--- src/rtl/a2d_pkg.sv ---
// a2d_pkg: shared types and constants for the A2D SPI responder.
//   frm_state_e        : frame FSM state (IDLE / ACTIVE)
//   CHNL_MSB/CHNL_LSB  : channel field position inside the 16-bit command
//   FRM_BITS           : SCLK rises in a complete frame
//   LFSR_SEED/LFSR_TAPS: noise LFSR seed and Fibonacci tap mask (taps 8,6,5,4)
package a2d_pkg;
  typedef enum logic {IDLE = 1'b0, ACTIVE = 1'b1} frm_state_e;

  localparam int CHNL_MSB = 13;
  localparam int CHNL_LSB = 11;
  localparam int FRM_BITS = 16;

  localparam logic [7:0] LFSR_SEED = 8'hA5;
  localparam logic [7:0] LFSR_TAPS = 8'hB8;  // bits 7,5,4,3 = taps 8,6,5,4
endpackage

--- src/rtl/a2d_spi_resp_if.sv ---
// a2d_spi_resp_if: 4-wire SPI bundle between the A2D master and responder.
//   SS_n : slave select, active low (master -> slave)
//   SCLK : serial clock, idles high (master -> slave)
//   MOSI : command data, MSB first (master -> slave)
//   MISO : response data, MSB first (slave -> master)
interface a2d_spi_resp_if;
  logic SS_n;
  logic SCLK;
  logic MOSI;
  logic MISO;

  modport master (output SS_n, SCLK, MOSI, input MISO);
  modport slave  (input SS_n, SCLK, MOSI, output MISO);
endinterface

--- src/rtl/a2d_sync_edge.sv ---
// a2d_sync_edge: 2-flop synchronizer plus one edge flop.
//   clk, rst_n : system clock, async active-low reset
//   d          : asynchronous input
//   rise, fall : one-clk pulses on a synchronized 0->1 / 1->0 transition
// All three flops reset to RST_VAL so nothing is detected out of reset.
module a2d_sync_edge #(
  parameter logic RST_VAL = 1'b1
) (
  input  logic clk,
  input  logic rst_n,
  input  logic d,
  output logic rise,
  output logic fall
);
  logic s1, s2, s3;

  always_ff @(posedge clk or negedge rst_n) begin
    if (!rst_n) begin
      s1 <= RST_VAL;
      s2 <= RST_VAL;
      s3 <= RST_VAL;
    end else begin
      s1 <= d;
      s2 <= s1;
      s3 <= s2;
    end
  end

  assign rise = s2 & ~s3;
  assign fall = ~s2 & s3;
endmodule

--- src/rtl/a2d_spi_resp.sv ---
// a2d_spi_resp: 16-bit SPI responder emulating an 8-channel 12-bit A2D.
//   clk, rst_n : system clock (>= 8x SCLK), async active-low reset
//   spi        : slave modport (SS_n, SCLK, MOSI in; MISO out)
//   chnl_data  : channel k at bits [k*DATA_W +: DATA_W]
//   cmd_vld    : one-clk pulse at the end of a complete frame
//   cmd_chnl   : channel decoded from the last complete frame
//   frm_err    : one-clk pulse when a frame ends short
// Each frame returns the channel commanded by the previous complete frame.
// Optional macro A2D_NOISE_EN: XOR an 8-bit LFSR into the two response LSBs.
module a2d_spi_resp
  import a2d_pkg::*;
#(
  parameter int DATA_W   = 12,
  parameter int NUM_CH   = 8,
  parameter int FRM_BITS = 16
) (
  input  logic                             clk,
  input  logic                             rst_n,
  a2d_spi_resp_if.slave                    spi,
  input  logic [NUM_CH-1:0][DATA_W-1:0]    chnl_data,
  output logic                             cmd_vld,
  output logic [$clog2(NUM_CH)-1:0]        cmd_chnl,
  output logic                             frm_err
);
  localparam int CNT_W = $clog2(FRM_BITS + 1);
  localparam int CH_W  = $clog2(NUM_CH);

  frm_state_e            state, state_nxt;
  logic [FRM_BITS-1:0]   shreg, shreg_nxt, load_word;
  logic [CNT_W-1:0]      bit_cnt, cnt_nxt;
  logic [CH_W-1:0]       chnl_nxt;
  logic                  vld_nxt, err_nxt;
  logic                  ss_rise, ss_fall, sclk_rise, sclk_fall;
  logic                  mosi_s1, mosi_s2;

  a2d_sync_edge #(.RST_VAL(1'b1)) u_ss (
    .clk (clk), .rst_n(rst_n), .d(spi.SS_n), .rise(ss_rise), .fall(ss_fall)
  );
  a2d_sync_edge #(.RST_VAL(1'b1)) u_sclk (
    .clk (clk), .rst_n(rst_n), .d(spi.SCLK), .rise(sclk_rise), .fall(sclk_fall)
  );

  // Same depth as the SCLK synchronizer so the sampled bit lines up with
  // the detected rise.
  always_ff @(posedge clk or negedge rst_n) begin
    if (!rst_n) begin
      mosi_s1 <= 1'b0;
      mosi_s2 <= 1'b0;
    end else begin
      mosi_s1 <= spi.MOSI;
      mosi_s2 <= mosi_s1;
    end
  end

`ifdef A2D_NOISE_EN
  logic [7:0] lfsr;

  always_ff @(posedge clk or negedge rst_n) begin
    if (!rst_n)       lfsr <= LFSR_SEED;
    else if (vld_nxt) lfsr <= {lfsr[6:0], ^(lfsr & LFSR_TAPS)};
  end

  assign load_word = {{(FRM_BITS-DATA_W){1'b0}}, chnl_data[cmd_chnl]}
                   ^ {{(FRM_BITS-2){1'b0}}, lfsr[1:0]};
`else
  assign load_word = {{(FRM_BITS-DATA_W){1'b0}}, chnl_data[cmd_chnl]};
`endif

  always_comb begin
    state_nxt = state;
    shreg_nxt = shreg;
    cnt_nxt   = bit_cnt;
    chnl_nxt  = cmd_chnl;
    vld_nxt   = 1'b0;
    err_nxt   = 1'b0;
    case (state)
      IDLE: begin
        if (ss_fall) begin
          shreg_nxt = load_word;
          cnt_nxt   = '0;
          state_nxt = ACTIVE;
        end
      end
      ACTIVE: begin
        // SS_n rise takes priority; a coincident SCLK rise is dropped.
        if (ss_rise) begin
          state_nxt = IDLE;
          if (bit_cnt == CNT_W'(FRM_BITS)) begin
            vld_nxt  = 1'b1;
            chnl_nxt = shreg[CHNL_MSB:CHNL_LSB];
          end else begin
            err_nxt  = 1'b1;
          end
        end else if (sclk_rise && bit_cnt < CNT_W'(FRM_BITS)) begin
          shreg_nxt = {shreg[FRM_BITS-2:0], mosi_s2};
          cnt_nxt   = bit_cnt + 1'b1;
        end
      end
      default: state_nxt = IDLE;
    endcase
  end

  always_ff @(posedge clk or negedge rst_n) begin
    if (!rst_n) begin
      state    <= IDLE;
      shreg    <= '0;
      bit_cnt  <= '0;
      cmd_chnl <= '0;
      cmd_vld  <= 1'b0;
      frm_err  <= 1'b0;
    end else begin
      state    <= state_nxt;
      shreg    <= shreg_nxt;
      bit_cnt  <= cnt_nxt;
      cmd_chnl <= chnl_nxt;
      cmd_vld  <= vld_nxt;
      frm_err  <= err_nxt;
    end
  end

  // SCLK falling edges carry no meaning for this responder.
  logic unused_ok;
  assign unused_ok = sclk_fall;

  assign spi.MISO = (state == ACTIVE) & shreg[FRM_BITS-1];
endmodule

--- src/flat_wrapper.sv ---
// flat-port wrapper written by rule: the top's interface ports become plain ports
module a2d_spi_resp_flat import a2d_pkg::*;
#(
  parameter int DATA_W   = 12,
  parameter int NUM_CH   = 8,
  parameter int FRM_BITS = 16
)
  (clk, rst_n, chnl_data, cmd_vld, cmd_chnl, frm_err, spi_SS_n, spi_SCLK, spi_MOSI, spi_MISO);
  a2d_spi_resp_if spi_i ();
  input  logic clk;
  input  logic rst_n;
  input  logic [NUM_CH-1:0][DATA_W-1:0] chnl_data;
  output logic cmd_vld;
  output logic [$clog2(NUM_CH)-1:0] cmd_chnl;
  output logic frm_err;
  input wire logic [$bits(spi_i.SS_n)-1:0] spi_SS_n;
  input wire logic [$bits(spi_i.SCLK)-1:0] spi_SCLK;
  input wire logic [$bits(spi_i.MOSI)-1:0] spi_MOSI;
  output wire logic [$bits(spi_i.MISO)-1:0] spi_MISO;
  assign spi_i.SS_n = spi_SS_n;
  assign spi_i.SCLK = spi_SCLK;
  assign spi_i.MOSI = spi_MOSI;
  assign spi_MISO = spi_i.MISO;
  a2d_spi_resp #(.DATA_W(DATA_W), .NUM_CH(NUM_CH), .FRM_BITS(FRM_BITS)) u_core (.clk(clk), .rst_n(rst_n), .spi(spi_i), .chnl_data(chnl_data), .cmd_vld(cmd_vld), .cmd_chnl(cmd_chnl), .frm_err(frm_err));
endmodule
--- config.mk ---
export PLATFORM = sky130hd
export DESIGN_NAME = a2d_spi_resp_flat
export DESIGN_NICKNAME = d
export VERILOG_FILES = /design/src/rtl/a2d_pkg.sv /design/src/rtl/a2d_spi_resp_if.sv /design/src/rtl/a2d_sync_edge.sv /design/src/rtl/a2d_spi_resp.sv /design/src/flat_wrapper.sv
export SDC_FILE = /design/constraint.sdc
export NUM_CORES = 1
export LEC_CHECK = 0
export ABC_AREA = 1
export ABC_CLOCK_PERIOD_IN_PS = 2100
export BUFFER_PORTS_ARGS = -buffer_cell sky130_fd_sc_hd__buf_2
export CELL_PAD_IN_SITES_DETAIL_PLACEMENT = 0
export CELL_PAD_IN_SITES_GLOBAL_PLACEMENT = 1
export CORE_AREA = 3 3 88 90
export CTS_CLUSTER_DIAMETER = 100
export DETAILED_ROUTE_END_ITERATION = 6
export DIE_AREA = 0 0 91 93
export PLACE_DENSITY_LB_ADDON = 0.1
export SYNTH_ARGS = -nofsm -noshare
export SYNTH_HDL_FRONTEND = slang
export SYNTH_SLANG_ARGS = --single-unit
export TNS_END_PERCENT = 30
--- constraint.sdc ---
create_clock -name clk -period 2.1 [get_ports clk]
set_input_delay 0.105 -clock clk [delete_from_list [all_inputs] [get_ports clk]]
set_output_delay 0.105 -clock clk [all_outputs]
set_load 0.02 [all_outputs]
Yosys cells after proc, flatten, opt, wreduce, memory -nomap -nowiden:

Index checks and enable logic that the tools add are counted.

* register bits after elaboration: 35
* input bits: 101
* output and inout bits: 6
* word-level logic and storage cells: 51

* add/subtract/negate cells: 1
* magnitude comparators: 2
* equal/unequal tests: 4
* multiplexer cells: 19
* bitwise logic cells: 8
* reduce and logical (&&, ||, !) cells: 3

Operator list (number)
* 16-bit 2-to-1 mux: 3
* 12-bit binary-select mux with 3-bit select: 1
* 16-bit one-hot mux with 2 select lines: 1
* 5-bit 2-to-1 mux: 3
* 12-bit 2-to-1 mux: 1
* 5-bit one-hot mux with 2 select lines: 1
* 1-bit 2-to-1 mux: 8
* 3-bit AND reduction: 2
* 5-bit by 1-bit adder with 5-bit output, second input constant: 1
* 5-bit equality test, second input constant: 1
* 5-bit < comparator, second input constant: 1
* 1-bit bitwise AND: 4
* 3-bit by 4-bit < comparator with 1-bit output, second input constant: 1
* 2-bit != test, second input constant: 2
* 1-bit inverter: 4
* 2-bit by 1-bit != test with 1-bit output, second input constant: 1
* 1-bit one-hot mux with 2 select lines: 1
* 1-bit logical AND: 1

Longest topological paths before layout:

Gate-level depths: netlist of the first run.

* word-level depth: 6
* depth in mapped cells: 9
* gate-level depth less buffers: 9

Hierarchy:

Synthesis of the first run repeated with hierarchy kept, for this count alone.

* cell total of the unflattened synthesis: 338
* area, all modules: 2363.5 µm²

By module, submodules not included
* a2d_spi_resp: times used 1, cells each 324, area each 2175.8 µm², seq. area each 725.7 µm²
* a2d_sync_edge: times used 2, cells each 7, area each 93.8 µm², seq. area each 78.8 µm²

Worst setup path before layout of the first run:

Ideal clock, no wire load.

* path kind: register -> register
* from: reg u_core.cmd_chnl[1]
* to: reg u_core.shreg[0]
* setup time: 0.116 ns
* arrival: 1.182 ns
* data required time: 1.984 ns
* setup slack: 0.801 ns
* stages on the path, launching flop included: 9
* path buffers: 2
* period minus slack after synthesis: 1.299 ns
* path through: dfrtp_1 > buf_2 > inv_2 > buf_2 > nand3_1 > nand3_1 > nand3_1 > nand2_1 > nand2_1

* longest elaborated chain between the ends: 4

Ends and longest elaborated chain
* from (decl): line a2d_spi_resp.sv:22 `output logic [$clog2(NUM_CH)-1:0] cmd_chnl,`
* from (signal assigned): line a2d_spi_resp.sv:115 `cmd_chnl <= chnl_nxt;`
* 12-bit binary-select mux with 3-bit select: line a2d_spi_resp.sv:66 `assign load_word = {{(FRM_BITS-DATA_W){1'b0}}, chnl_data[cmd_chnl]};`
* 12-bit 2-to-1 mux (not written as such): line a2d_spi_resp.sv:66
* 16-bit 2-to-1 mux: line a2d_spi_resp.sv:78 `if (ss_fall) begin`
* 16-bit one-hot mux with 2 select lines: line a2d_spi_resp.sv:76 `case (state)`
* to (signal assigned): line a2d_spi_resp.sv:113 `shreg <= shreg_nxt;`
* to (decl): line a2d_spi_resp.sv:29 `logic [FRM_BITS-1:0] shreg, shreg_nxt, load_word;`

Every way passes these cells. The select of a mux whose other input is x is not followed.
A chain may end at the register's enable or synchronous reset.

Final worst setup path of the first run:

* from: reg u_core.u_ss.s3
* to: reg u_core.shreg[12]

* longest elaborated chain between the ends: 4
* elaborated cells on any way between the ends: 6

Ends and longest elaborated chain
* from (decl): line a2d_sync_edge.sv:15 `logic s1, s2, s3;`
* from (signal assigned): line a2d_sync_edge.sv:21 `s3 <= RST_VAL;`
* from (signal assigned): line a2d_sync_edge.sv:25 `s3 <= s2;`
* 1-bit inverter: line a2d_sync_edge.sv:29 `assign rise = s2 & ~s3;`
* 1-bit bitwise AND: line a2d_sync_edge.sv:29
* 2-bit != test (no source line)
* 3-bit AND reduction (no source line) *

Mark *: on every way between the ends. The rest lies on a longest branch, timed or not.

==> parameters.txt, run 1 <==
Parameter                              Value

STA
  Setup Skew ... 0.00546 ns
  Highest clock rate ... 618 MHz
  Setup_tns ... 0 ns
  Final hold violations ... 0
  Worst Tran Pin Value ... 0.787 ns
  Pins Over Slew Limit ... 0
  Worst slew margin ... 47.5%
  Time the final worst path needs with I/O delays and setup ... 1.62 ns
  RSZ-0062 raised after global routing ... no
  # setup viols final ... 0
  Crit share post-route ... 77.0%

Power
  Total power density per cell area ... 640 nW/µm²
  Worst ir drop on vdd ... 0.322 mV
  Leak Pwr ... 1.65 nW

Route
  Count of routing violations after the opening detailed-route iteration ... 149
  # DRC ... 0
  Vias after detailed routing ... 2637
  Average detailed-routed wire length per instance ... 13.3 µm
  Final WL ... 7.48 mm
  Residual antenna-violating net count after detailed routing ... 0
  Average vias per placed instance ... 4.68
  First-pass DRT Iterations ... 4

CTS
  Root Driver ... clkbuf_8
  Number of buffers inserted by post-CTS setup repair ... 0
  Post-cts resize count ... 0
  Clock buffers created by TritonCTS ... 5
  # clock sinks ... 35
  Reg clk slew, reported paths ... 0.07 ns
  Number of buffers inserted by hold repair at cts ... 4
  CTS tree ... yes
  Maximum number of buffers from clock root to sink ... 2
  H-tree depth ... 2
  Insertion delay of the later-clocked pin in the worst-skew pair ... 0.28 ns

Logic synthesis
  Per-instance average area after synthesis ... 6.48 µm²
  Synth Register Bits ... 35
  Synth Net Count ... 468
  Unique masters post-synth ... 22
  Synthesized cell area ... 2360 µm²
  Warnings, synthesis ... 0
  Number of instances in the synthesized netlist ... 365
  Sequential cell area fraction in the yosys report ... 37.4%

Final layout
  Nets ... 566
  Layout cell share with drive strength beyond 1 ... 28.7%
  Biggest registers after layout ... u_core.shreg: 16 flops, u_core.bit_cnt: 5 flops, u_core.cmd_chnl: 3 flops
  Diodes inserted ... 0
  Area growth, synth to finish ... 29.6%
  Post-route cell area ... 3060 µm²
  Largest register FFs ... 16
  Register name with the most flops ... u_core.shreg

Floorplan
  Initial cell density of the core ... 33.1%
  Die outline width ... 91 µm
  Die footprint ... 8460 µm²
  Floorplan row count ... 31
  I/O pins ... 107
  Chip height ... 93 µm
  Floorplan Core Area ... 7140 µm²

Setup path
  Worst Setup Start Kind ... register
  Setup slack of the most critical reg-to-reg path ... 0.48 ns
  Category of the most critical setup path ... reg -> reg
  Arrival time at the worst endpoint ... 1.83 ns
  Capture instance of the worst register-to-register path ... u_core.shreg[12]$_DFFE_PN0P_
  Max Fanout on Critical Path ... 32
  Depth of the most critical reg-to-reg path ... 8
  Reg2reg start ... u_core.u_ss.s3$_DFF_PN1_
  Required time at the worst-slack endpoint ... 2.31 ns
  Crit end category ... register

Hold path
  Min-delay src ... chnl_data[65]
  Hold-critical path depth ... 5
  Type of the worst min-delay path ... in -> reg
  Hold endpoint ... u_core.shreg[5]$_DFFE_PN0P_

Global routing
  Antenna violations before repair ... 0
  Total routing resource utilization after global routing ... 18.0%
  Wire length of the first global-routing pass ... 12.2 mm
  Via count of the first global-routing pass ... 2530
  Pin count of the biggest net entering global routing ... 50
  Final global-route overflow total ... 0

Status
  Outcome ... finished clean

Placement
  Final weighted congestion in routability-driven placement ... 0.748
  Total placed instance area ... 2920 µm²
  Count of buffers from port buffering ... 106
  HPWL after DPL ... 5.44 mm

Flow run
  Number of max-cap violations ... 0
## cells in the final DEF (no fill, tap or decap)
master	n
o21ai_0	1
o21ai_1	12
clkbuf_1	1
nor2_2	1
inv_2	3
xnor2_1	1
o22ai_1	2
nand3_1	87
nand2_2	2
nand3_2	1
buf_4	4
inv_4	1
buf_12	1
nand2_1	142
inv_1	16
nor2_1	30
dfstp_2	6
nand4_1	4
dlygate4sd3_1	4
buf_2	106
ha_1	2
o31ai_2	1
clkbuf_8	7
dfrtp_1	29
## how the worst max path moves through the flow
stage,start,end,slack (ns),cells after the start
finish,u_core.u_ss.s3$_DFF_PN1_,u_core.shreg[12]$_DFFE_PN0P_,0.48,8
global route,u_core.state$_DFF_PN0_,u_core.shreg[12]$_DFFE_PN0P_,0.31,7
CTS,u_core.u_ss.s3$_DFF_PN1_,u_core.shreg[12]$_DFFE_PN0P_,0.46,8
detailed placement,u_core.u_ss.s3$_DFF_PN1_,u_core.bit_cnt[1]$_DFFE_PN0P_,0.47,8
global placement,u_core.u_ss.s2$_DFF_PN1_,u_core.shreg[12]$_DFFE_PN0P_,0.51,7
floorplan,u_core.cmd_chnl[1]$_DFFE_PN0P_,u_core.shreg[0]$_DFFE_PN0P_,0.80,8
## worst max-delay path, stage by stage, from the launching register on
cell	delay (ns)
dfstp_2	0.54
inv_1	0.05
nand2_1	0.07
nand2_1	0.07
nand2_2	0.08
nand2_2	0.33
inv_2	0.22
nand3_1	0.08
o21ai_1	0.09
## stage by stage
stage                     hold slack, ns  instances  power, mW  setup slack, ns  util [%]
final                              0.187        563       1.96            0.483      42.9
after global routing               0.228        563       2.11            0.314      42.9
after CTS                          0.197        563       1.99            0.461      42.9
after detailed placement           0.214        551       1.44            0.470      41.0
after global placement             0.211        551       1.43            0.515      41.0
after floorplan                   -0.191        365       1.27            0.801         -
## kinds of logic (layout without fill, tap and decap cells)
logic type / after synthesis / after routing / synth area share, %
and+or+nand+nor: 267 / 267 / 48.0
buffers and inverters: 44 / 143 / 9.42
DFF: 35 / 35 / 37.4
AOI/OAI and AO/OA: 16 / 16 / 3.81
adders and majority gates: 2 / 2 / 1.06
xor gates and xnor gates: 1 / 1 / 0.370
## synth_stat cells, drive strengths merged
library cell,number,share of area (%)
nand2,144,23
nand3,88,19
nor2,31,5.0
dfrtp,29,31
inv,20,3.3
buf,18,5.2
o21ai,13,2.8
clkbuf,6,0.95
dfstp,6,6.7
nand4,4,1.1
ha,2,1.1
o22ai,2,0.53
o31ai,1,0.53
xnor2,1,0.37
## area by class of cell
cell class,count,area (µm²)
Clock buffer,8,100
Fill cell,815,4070
Inverter,20,77.6
Multi-Input combinational cell,286,1260
Sequential cell,35,883
Tap cell,99,124
Timing Repair Buffer,115,621
## report_power, final
| group | total [mW] | leakage, nW | switching, mW | internal, mW |
|---|---|---|---|---|
| logic | 0.494 | 1.16 | 0.275 | 0.220 |
| clock network | 0.535 | 0.0515 | 0.236 | 0.299 |
| registers | 0.930 | 0.439 | 0.103 | 0.827 |
| total | 1.96 | 1.65 | 0.614 | 1.35 |
## per-layer routing
metal  wire length (µm)  up-vias  share of wire [%]  GRT usage, %
li1                   -     1368                  -             -
met1               3440     1179                 46          23.9
met2               3550       81                 47          30.8
met3                412        9                5.5          3.30
met4                 76        0                1.0          3.52
met5                  0        -                  0             0
Note: power is estimated with default switching activity, not from simulation.
==> run 2, diff against run 1 <==
ABC_CLOCK_PERIOD_IN_PS = 1620   (was 2100)
CORE_AREA = 3 3 92 94   (was 3 3 88 90)
DIE_AREA = 0 0 95 97   (was 0 0 91 93)
clock period = 1.62 ns   (was 2.1 ns; I/O delays follow)
==> parameters.txt, run 2 (synthesis gave the netlist of run 1 again) <==
Parameter                              Value

STA
  Crit share post-route ... 88.7% (+12 points)
  RSZ-0062 raised after global routing ... no
  Final hold violations ... 0 (unchanged)
  Time the final worst path needs with I/O delays and setup ... 1.44 ns (-0.180 ns)
  Setup_tns ... 0 ns (unchanged)
  Pins Over Slew Limit ... 0 (unchanged)
  Setup Skew ... 0.00814 ns (+0.00268 ns)
  Highest clock rate ... 696 MHz (+13%)
  Worst slew margin ... 68.1% (+21 points)
  Worst Tran Pin Value ... 0.478 ns (-0.309 ns)
  # setup viols final ... 0 (unchanged)

Route
  First-pass DRT Iterations ... 4 (unchanged)
  Residual antenna-violating net count after detailed routing ... 0 (unchanged)
  Average detailed-routed wire length per instance ... 13.4 µm (+0.47%)
  Average vias per placed instance ... 4.63 (-1.1%)
  Vias after detailed routing ... 2654 (+0.64%)
  Count of routing violations after the opening detailed-route iteration ... 137 (-8.1%)
  # DRC ... 0 (unchanged)
  Final WL ... 7.65 mm (+2.3%)

Setup path
  Arrival time at the worst endpoint ... 1.61 ns (-0.22 ns)
  Kind of cell with the highest combined delay on the critical path ... flip-flops
  Reg2reg start ... u_core.u_ss.s3$_DFF_PN1_
  Delay contributed by the slowest stage of the critical path ... 0.54 ns (about the same)
  Setup slack of the most critical reg-to-reg path ... 0.18 ns (-0.30 ns)
  Capture instance of the worst register-to-register path ... u_core.shreg[5]$_DFFE_PN0P_
  Worst Setup Start Kind ... register
  Depth of the most critical reg-to-reg path ... 10 (+2)
  Max Fanout on Critical Path ... 20 (-38%)
  Combined buffer and inverter count along the critical path ... 3 (+1)
  Crit-path cells ... inv_1 > nand2_1 > nand2_1 > nand2_2 > nand2_2 > buf_12 > nand2_1 > o21ai_0 > inv_1 > nand2_1
  Standard cell with the maximum stage delay on the critical path ... dfstp_2
  Crit end category ... register
  Category of the most critical setup path ... reg -> reg
  CP dominant cell by count ... nand2_1
  Required time at the worst-slack endpoint ... 1.79 ns (-0.52 ns)

CTS
  Number of buffers inserted by hold repair at cts ... 4 (unchanged)
  # clock sinks ... 35 (unchanged)
  Insertion delay of the later-clocked pin in the worst-skew pair ... 0.28 ns (about the same)
  Maximum number of buffers from clock root to sink ... 2 (unchanged)
  Clock buffers created by TritonCTS ... 5 (unchanged)
  Number of buffers inserted by post-CTS setup repair ... 0 (unchanged)
  Root Driver ... clkbuf_8
  Reg clk slew, reported paths ... 0.07 ns (about the same)
  CTS tree ... yes
  Post-cts resize count ... 0 (unchanged)
  H-tree depth ... 2 (unchanged)

Hold path
  Hold endpoint ... u_core.shreg[5]$_DFFE_PN0P_
  Type of the worst min-delay path ... in -> reg
  Hold-critical path depth ... 5 (unchanged)
  Min-delay src ... chnl_data[65]

Final layout
  Area growth, synth to finish ... 33.0%
  Highest-count cells in the layout ignoring fill and taps ... nand2_1, buf_2, nand3_1
  Register name with the most flops ... u_core.shreg
  Largest register FFs ... 16 (unchanged)
  # fillers ... 875 (+7.4%)
  Diodes inserted ... 0 (unchanged)
  Most common library cell in the layout ignoring fill and taps ... nand2_1
  Nets ... 573 (+1.2%)
  Post-route cell area ... 3150 µm² (+2.7%)
  Layout cell share with drive strength beyond 1 ... 29.7% (+1.1 points)
  Biggest registers after layout ... u_core.shreg: 16 flops, u_core.bit_cnt: 5 flops, u_core.cmd_chnl: 3 flops

Flow run
  Number of max-cap violations ... 0 (unchanged)

Power
  Internal power ... 1.78 mW (+32%)
  Switching fraction of total power ... 31.3% (about the same)
  Leak Pwr ... 1.69 nW (+2.5%)
  Sequential group share of total power ... 46.3% (-1.2 points)
  Total power density per cell area ... 823 nW/µm² (+29%)
  Worst ir drop on vdd ... 0.469 mV (+46%)
  Share of power burned in the clock network ... 26.5% (-0.8 points)
  Switching power total ... 0.811 mW (+32%)
  Part of the total power dissipated in combinational logic ... 27.1% (+1.9 points)

Placement
  Count of buffers from port buffering ... 106 (unchanged)
  Total placed instance area ... 3010 µm² (+2.8%)
  Final weighted congestion in routability-driven placement ... 0.757 (+1.1%)
  HPWL after DPL ... 5.86 mm (+7.6%)

Floorplan
  Die footprint ... 9220 µm² (+8.9%)
  Floorplan row count ... 32 (+3.2%)
  Die outline width ... 95 µm (+4.4%)
  Initial cell density of the core ... 30.6% (-2.5 points)
  Chip height ... 97 µm (+4.3%)
  Floorplan Core Area ... 7730 µm² (+8.3%)
  I/O pins ... 107 (unchanged)

Global routing
  Antenna violations before repair ... 0 (unchanged)
  Pin count of the biggest net entering global routing ... 40 (-20%)
  Final global-route overflow total ... 0 (unchanged)
  Total routing resource utilization after global routing ... 17.1% (-0.85 points)
  Via count of the first global-routing pass ... 2641 (+4.4%)
  Wire length of the first global-routing pass ... 12.5 mm (+2.5%)

Status
  Outcome ... finished clean
run 2: changes by cell type in the layout (fill, tap and decap cells not counted):
cell,change
buf_4,+5
buf_12,+2
run 2: area by class of cell:
| type | instances | area (µm²) | area share (%) |
|---|---|---|---|
| sequential | 35 | 883 | 28.1 |
| inverter | 20 | 77.6 | 2.47 |
| timing repair buffer | 122 | 698 | 22.2 |
| multi-input combinational | 286 | 1260 | 40.0 |
| tap | 102 | 128 | 4.06 |
| clock buffer | 8 | 100 | 3.18 |
run 2: worst min-delay path, cell delays in order:
cell and delay [ns]:
buf_2 0.09, o21ai_1 0.07, nand3_1 0.08, nand3_1 0.07, nand2_1 0.06
run 2: metal layers:
metal,vias up,share of wire [%],global-route usage [%]
li1,1385,-,-
met1,1200,48,23.9
met2,65,46,27.7
met3,4,5.3,3.42
met4,0,0.41,2.77
met5,-,0,0
run 2: how the worst max path moves through the flow:
stage	slack (ns)	start	end	cells past startpoint
final	0.18	u_core.u_ss.s3$_DFF_PN1_	u_core.shreg[5]$_DFFE_PN0P_	10
after CTS	0.17	u_core.u_ss.s3$_DFF_PN1_	u_core.shreg[5]$_DFFE_PN0P_	10
after global routing	0.07	u_core.cmd_chnl[1]$_DFFE_PN0P_	u_core.shreg[0]$_DFFE_PN0P_	6
after floorplan	0.32	u_core.cmd_chnl[1]$_DFFE_PN0P_	u_core.shreg[0]$_DFFE_PN0P_	8
after detailed placement	0.19	u_core.u_ss.s3$_DFF_PN1_	u_core.shreg[5]$_DFFE_PN0P_	10
after global placement	0.22	u_core.u_ss.s3$_DFF_PN1_	u_core.shreg[5]$_DFFE_PN0P_	10
run 2: power by group through the flow:
stage,Sequential (mW),Combinational (mW),Clock (mW)
finish,1.20,0.703,0.687
global route,1.23,0.831,0.749
CTS,1.20,0.715,0.716
detailed placement,1.21,0.704,0
global placement,1.22,0.700,0
floorplan,1.18,0.464,0
run 2: metrics by stage:
stage	std cells	utilization (%)	hold slack (ns)	setup WS [ns]	power [mW]
final	573	40.7	0.194	0.183	2.59
after global routing	573	40.7	0.212	0.0694	2.81
after CTS	573	40.7	0.189	0.174	2.63
after detailed placement	561	38.9	0.148	0.187	1.92
after global placement	561	38.9	0.151	0.219	1.92
after floorplan	365	-	-0.215	0.321	1.64
